**src/rtl/pip_hazard_unit.sv**
```systemverilog
// pip_hazard_unit: forwarding selects, load-use stall, branch flush FSM and hazard-cycle counter
module pip_hazard_unit #(
  parameter int CNT_W = 16
) (
  input  logic             clk,
  input  logic             rst,
  input  logic [4:0]       id_rs1_ad,
  input  logic [4:0]       id_rs2_ad,
  input  logic [4:0]       ex_rs1_ad,
  input  logic [4:0]       ex_rs2_ad,
  input  logic [4:0]       ex_rd_ad,
  input  logic             ex_rdEn,
  input  logic             ex_DMread,
  input  logic [4:0]       mem_rd_ad,
  input  logic             mem_rdEn,
  input  logic             mem_DMread,
  input  logic [4:0]       wb_rd_ad,
  input  logic             wb_rdEn,
  input  logic             branch_taken,
  output logic [1:0]       fwdA,
  output logic [1:0]       fwdB,
  output logic             hold_pc,
  output logic             hold_ifid,
  output logic             bubble_ex,
  output logic             flush_ifid,
  output logic [1:0]       state,
  output logic [CNT_W-1:0] hz_count
);
  typedef enum logic [1:0] {RUN = 2'b00, FLUSH = 2'b01} state_t;
  state_t r_state, w_next;
  logic [CNT_W-1:0] r_cnt;
  logic w_mem_ok, w_wb_ok, w_memA, w_memB, w_wbA, w_wbB, w_lu, w_any;
  // a load still in MEM has no result yet; only ALU results forward from EX/MEM
  assign w_mem_ok = mem_rdEn & ~mem_DMread & (mem_rd_ad != 5'd0);
  assign w_wb_ok  = wb_rdEn & (wb_rd_ad != 5'd0);
  assign w_memA   = w_mem_ok & (mem_rd_ad == ex_rs1_ad);
  assign w_memB   = w_mem_ok & (mem_rd_ad == ex_rs2_ad);
  assign w_wbA    = w_wb_ok & (wb_rd_ad == ex_rs1_ad);
  assign w_wbB    = w_wb_ok & (wb_rd_ad == ex_rs2_ad);
  assign fwdA = rst ? 2'b00 : w_memA ? 2'b10 : w_wbA ? 2'b01 : 2'b00;
  assign fwdB = rst ? 2'b00 : w_memB ? 2'b10 : w_wbB ? 2'b01 : 2'b00;
  assign w_lu = ex_DMread & ex_rdEn & (ex_rd_ad != 5'd0) &
                ((ex_rd_ad == id_rs1_ad) | (ex_rd_ad == id_rs2_ad));
  always_comb begin
    w_next     = RUN;
    hold_pc    = 1'b0;
    hold_ifid  = 1'b0;
    bubble_ex  = 1'b0;
    flush_ifid = 1'b0;
    if (rst) begin
      w_next = RUN;
    end else if (r_state == FLUSH) begin
      flush_ifid = 1'b1;
      bubble_ex  = branch_taken;
      w_next     = branch_taken ? FLUSH : RUN;
    end else if (branch_taken) begin
      flush_ifid = 1'b1;
      bubble_ex  = 1'b1;
      w_next     = FLUSH;
    end else if (w_lu) begin
      hold_pc   = 1'b1;
      hold_ifid = 1'b1;
      bubble_ex = 1'b1;
    end
  end
  assign w_any = hold_pc | bubble_ex | flush_ifid;
  always_ff @(posedge clk or posedge rst) begin
    if (rst) begin
      r_state <= RUN;
      r_cnt   <= '0;
    end else begin
      r_state <= w_next;
      if (w_any && !(&r_cnt)) r_cnt <= r_cnt + CNT_W'(1);
    end
  end
  assign state    = r_state;
  assign hz_count = r_cnt;
endmodule

```
**config.mk**
```make
export PLATFORM = sky130hd
export DESIGN_NAME = pip_hazard_unit
export DESIGN_NICKNAME = d
export VERILOG_FILES = /design/src/rtl/pip_hazard_unit.sv
export SDC_FILE = /design/constraint.sdc
export NUM_CORES = 1
export LEC_CHECK = 0
export ABC_AREA = 1
export CELL_PAD_IN_SITES_DETAIL_PLACEMENT = 1
export CELL_PAD_IN_SITES_GLOBAL_PLACEMENT = 2
export CORE_MARGIN = 3
export CORE_UTILIZATION = 21
export CTS_CLUSTER_SIZE = 20
export DETAILED_ROUTE_END_ITERATION = 7
export HOLD_SLACK_MARGIN = 0.08
export PLACE_DENSITY_LB_ADDON = 0.12
export SYNTH_ARGS = -nofsm -noshare
export SYNTH_HDL_FRONTEND = slang
export SYNTH_SLANG_ARGS = --single-unit
```
**constraint.sdc**
```tcl
create_clock -name clk -period 2.2 [get_ports clk]
set_clock_uncertainty 0.05 [all_clocks]
set_input_delay 0.44 -clock clk [delete_from_list [all_inputs] [get_ports clk]]
set_output_delay 0.44 -clock clk [all_outputs]
set_load 0.05 [all_outputs]
```
# After elaboration in Yosys (flattened, before gate mapping)
# Cells that the tools add are included.
# Widths: inputs -> output; s select.
word_totals:
  regBits: 18
  output_inout_bits: 26
  word_cells: 48
classes:
  addsub: 1
  n_eq_ne: 7
  muxes: 18
  bitwise_logic: 14
  n_reduce_logical: 6
ops:
  columns: ["op", "n"]
  rows:
  - ["$eq 5x5->1", 6]
  - ["$add 16x1->16 const B", 1]
  - ["$reduce_and 16->1", 1]
  - ["$reduce_bool 5->1", 3]
  - ["$mux 1", 14]
  - ["$and 1x1->1", 10]
  - ["$mux 2", 4]
  - ["$or 1x1->1", 3]
  - ["$eq 2x1->1 const B", 1]
  - ["$logic_and 1x1->1", 1]
  - ["$logic_not 1->1", 1]
  - ["$not 1->1", 1]

# Longest topological paths before layout
logic_depth:
  word_depth: 10
  ltp_mapped: 12
  depth_no_buf: 11

# Worst setup path before layout
# OpenSTA, ideal clock, no wires.
synth_timing:
  path_type: "input to output"
  startpoint: "input rst"
  endpoint: "output hold_pc"
  arrival_ns: 2.194
  t_required_ns: 1.710
  setup_slack_ns: -0.484
  stages: 6
  path_cell_list: "inv_1 -> nand4_1 -> inv_1 -> nand2_1 -> nor2_1 -> buf_4"
synth_between:
  elab_chain_len: 1
synth_lines:
  columns: ["element", "line", "rtl"]
  rows:
  - ["start: declaration", "6", "input logic rst,"]
  - ["$mux 1", null, null]
  - ["end: declaration", "22", "output logic hold_pc,"]
# No other way between the ends.

# Final worst setup path
layout_timing:
  startpoint: "input ex_rs1_ad[4]"
  endpoint: "output fwdA[1]"
layout_between:
  elab_chain_len: 4
layout_lines:
  columns: ["element", "line", "rtl"]
  rows:
  - ["start: declaration", "9", "input logic [4:0] ex_rs1_ad,"]
  - ["$eq 5x5->1", "36", "assign w_memA = w_mem_ok & (mem_rd_ad == ex_rs1_ad);"]
  - ["$and 1x1->1", "36", null]
  - ["$mux 2 (2 in series)", "40", "assign fwdA = rst ? 2'b00 : w_memA ? 2'b10 : w_wbA ? 2'b01 : 2'b00;"]
  - ["end: declaration", "20", "output logic [1:0] fwdA,"]
# No other way between the ends.

==> flow_results.xml <==
<?xml version="1.0" encoding="UTF-8"?>
<metrics>
  <group name="status">
    <metric name="status" unit="">finished, final reports clean</metric>
  </group>
  <group name="critical_path">
    <metric name="path_max_fanout" unit="">2</metric>
    <metric name="critPathKind" unit="">in -&gt; out</metric>
    <metric name="arrival" unit="ns">1.64</metric>
    <metric name="critPathRequiredTime" unit="ns">1.71</metric>
    <metric name="timing.critical_path.to_type" unit="">primary output</metric>
    <metric name="critPathLaunchType" unit="">input pin</metric>
  </group>
  <group name="logic_synthesis">
    <metric name="post_synth.cell_area_avg" unit="sq um">6.51</metric>
    <metric name="yosys.area_share.simple" unit="">0.432</metric>
    <metric name="synth.cell_area" unit="sq um">1600</metric>
    <metric name="synth_top_family_by_area" unit="">simple AND/OR/NAND/NOR gates</metric>
    <metric name="synthXorXnorAreaFrac" unit="">0.175</metric>
    <metric name="synth_fp_nets" unit="">290</metric>
    <metric name="synth_compound_area_frac" unit="">0.0172</metric>
    <metric name="postSynthRegisterBits" unit="">17</metric>
    <metric name="synth_mux_area_frac" unit="">0</metric>
    <metric name="seq_area_frac_synth" unit="">0.266</metric>
    <metric name="ys.warnings.count" unit="">0</metric>
    <metric name="syn_inst" unit="">246</metric>
    <metric name="synth.lib_cells_used.distinct" unit="">24</metric>
    <metric name="synth-adder-area-share" unit="">0.00782</metric>
  </group>
  <group name="placement">
    <metric name="postPlaceCellArea" unit="sq um">2570</metric>
    <metric name="globalplace.congestion" unit="">0.733</metric>
    <metric name="hpwlAfterDp" unit="microns">4550</metric>
    <metric name="buffer_ports.inserted" unit="">67</metric>
  </group>
  <group name="clocking">
    <metric name="cts_tree" unit="">done</metric>
    <metric name="postCtsSetupBuffers" unit="">0</metric>
    <metric name="clk_path_buf_depth" unit="">2</metric>
    <metric name="clk_root_buf" unit="">sky130_fd_sc_hd__clkbuf_8</metric>
    <metric name="tritoncts.num_buffers" unit="">3</metric>
    <metric name="htreeDepth" unit="">1</metric>
    <metric name="clkLatencyLatePin" unit="ns">0.26</metric>
    <metric name="tritoncts_num_sinks" unit="">17</metric>
    <metric name="hold_fix_buffers_cts" unit="">0</metric>
    <metric name="clkSlewWorstSetupHoldPaths" unit="ns">0.07</metric>
  </group>
  <group name="timing">
    <metric name="finalMaxSlewViolations" unit="">0</metric>
    <metric name="clock.fmax" unit="GHz">0.469</metric>
    <metric name="setup-violations-final" unit="">0</metric>
    <metric name="final_min_period" unit="ns">2.13</metric>
    <metric name="rsz0062_at_grt" unit="">no</metric>
    <metric name="post-route-period-util" unit="">0.970</metric>
    <metric name="report.final.hold_viol_count" unit="">0</metric>
    <metric name="setup_tns" unit="ns">0</metric>
    <metric name="worst-slew-pin-transition" unit="ns">0.541</metric>
    <metric name="relSlewSlack" unit="">0.638</metric>
  </group>
  <group name="final_layout">
    <metric name="final_common_cell" unit="">sky130_fd_sc_hd__nand2_1</metric>
    <metric name="design_area" unit="sq um">2630</metric>
    <metric name="num-nets-final" unit="">374</metric>
    <metric name="layout-area-overhead-vs-synth" unit="%">64.3</metric>
    <metric name="antenna-diode-count" unit="">0</metric>
    <metric name="layout_common_cells" unit="">71 x sky130_fd_sc_hd__nand2_1, 32 x sky130_fd_sc_hd__dlygate4sd2_1, 29 x sky130_fd_sc_hd__nor2_1, 29 x sky130_fd_sc_hd__nand3_1, 28 x sky130_fd_sc_hd__inv_1</metric>
    <metric name="post_route_cells_drive_above_1_share" unit="">0.149</metric>
    <metric name="num-fill-cells" unit="">920</metric>
  </group>
  <group name="detailed_routing">
    <metric name="route.detailed.drc" unit="">0</metric>
    <metric name="detail_route.vias_per_cell" unit="">4.21</metric>
    <metric name="first_iter_violations" unit="">28</metric>
    <metric name="route.detailed.wl_per_inst" unit="microns">12.8</metric>
    <metric name="routed_wl" unit="microns">5480</metric>
    <metric name="via_count" unit="">1802</metric>
    <metric name="detail_route.first_pass.iterations" unit="">4</metric>
    <metric name="drt.antenna.violating_nets" unit="">0</metric>
  </group>
  <group name="global_route">
    <metric name="grt_pass1_vias" unit="">1929</metric>
    <metric name="grt_antenna_before_repair" unit="">1</metric>
    <metric name="pin_count_of_the_biggest_net_entering_global_routing" unit="">18</metric>
    <metric name="grt_pass1_wl" unit="microns">9330</metric>
    <metric name="overall_routing_resource_usage" unit="">0.133</metric>
    <metric name="grt.overflow.total" unit="">0</metric>
  </group>
  <group name="flow_run">
    <metric name="max_cap_violations" unit="">0</metric>
  </group>
  <group name="die">
    <metric name="die-area" unit="sq um">8700</metric>
    <metric name="die_w" unit="microns">93.3</metric>
    <metric name="floorplan.rows" unit="">31</metric>
    <metric name="fp.coreArea" unit="sq um">7330</metric>
    <metric name="floorplan.initialDensity" unit="">0.218</metric>
    <metric name="fp.dieH" unit="microns">93.3</metric>
    <metric name="io-pin-count" unit="">69</metric>
  </group>
  <group name="power">
    <metric name="vdd.ir_drop.worst" unit="uV">165</metric>
    <metric name="power" unit="mW">1.22</metric>
    <metric name="power.density" unit="nW/um^2">466</metric>
    <metric name="power.leakage" unit="nW">1.28</metric>
  </group>
  <group name="hold_path">
    <metric name="holdCritPathClass" unit="">reg -&gt; reg</metric>
  </group>
</metrics>
-- final timing paths --
check | to | slack [ns] | from | depth (start not counted)
worst max-delay path | fwdA[1] | 0.07 | ex_rs1_ad[4] | 5
min in group asynchronous | hz_count[9] | 0.50 | rst | 4
worst max register to register | hz_count[7] | 0.29 | hz_count[0] | 7
worst min register to register | hz_count[15] | 0.47 | hz_count[15] | 2
worst min-delay path | hz_count[15] | 0.47 | hz_count[15] | 2
max in group asynchronous | hz_count[2] | 1.40 | rst | 4
-- flip-flops by register name (all words and copies together), names as in the netlist --
signal / count
hz_count: 16
state: 1
-- per-layer routing --
layer	share of wire	GRT usage	wire length [microns]
met5	0.0013	0	7
met4	0.0053	0.0147	29
met3	0.053	0.0322	289
met2	0.46	0.217	2510
met1	0.48	0.183	2640
-- layout make-up --
type / instances / area [sq um] / area share
repair buffers: 84 / 840 / 0.319
flip-flops and latches: 17 / 425 / 0.162
inverters: 32 / 120 / 0.0457
multi-input cells: 192 / 1070 / 0.409
well taps: 99 / 124 / 0.0471
clock buffers: 4 / 45.0 / 0.0171
-- report_power, final --
group	internal, mW	switching (mW)
Clock	0.129	0.118
Combinational	0.227	0.335
Sequential	0.351	0.0650
-- synth_stat cells (all sizes together) --
cell	number	share of area
nor2	31	0.073
a211oi	1	0.0047
xnor2	17	0.093
nor3b	1	0.0047
dfrtp	17	0.27
xor2	15	0.082
ha	1	0.0078
nor3	7	0.029
a21oi	1	0.0031
inv	32	0.075
o21ai	3	0.0094
nand2	74	0.18
or2	1	0.0039
nand4	7	0.037
nand3	29	0.091
buf	5	0.024
conb	1	0.0023
nor4	3	0.012
-- through the flow --
step | hold slack (ns) | worst slack, ns | utilization | instances
3_5_place_dp | 0.455 | -0.184 | 0.351 | 424
3_3_place_gp | 0.445 | -0.208 | 0.351 | 424
4_1_cts | 0.477 | 0.00216 | 0.355 | 428
5_1_grt | 0.521 | 0.00149 | 0.359 | 428
6_report | 0.469 | 0.0660 | 0.359 | 428
2_1_floorplan | 0.339 | -0.440 | - | 246
-- critical path, stage by stage --
cell and delay [ns]:
sky130_fd_sc_hd__clkdlybuf4s50_1 0.48, sky130_fd_sc_hd__xor2_2 0.19, sky130_fd_sc_hd__nor4_2 0.25, sky130_fd_sc_hd__buf_4 0.16
sky130_fd_sc_hd__buf_12 0.12
-- kinds of logic (layout without fill, tap and decap cells) --
logic type               Yosys count  after routing
AND/OR/NAND/NOR                  153            153
buffers and inverters             37            120
adder cells (fa/ha/maj)            1              1
AO/OA/AOI/OAI                      5              5
other                              1              1
flip-flops                        17             17
XOR/XNOR                          32             32
-- repair_timing --
action | CTS | global route
endpoints found under the setup margin | 7 | 6
gates resized for setup | 43 | 4
pin swaps | 16 | 10
No activity file was read; power rests on OpenSTA's default activity.
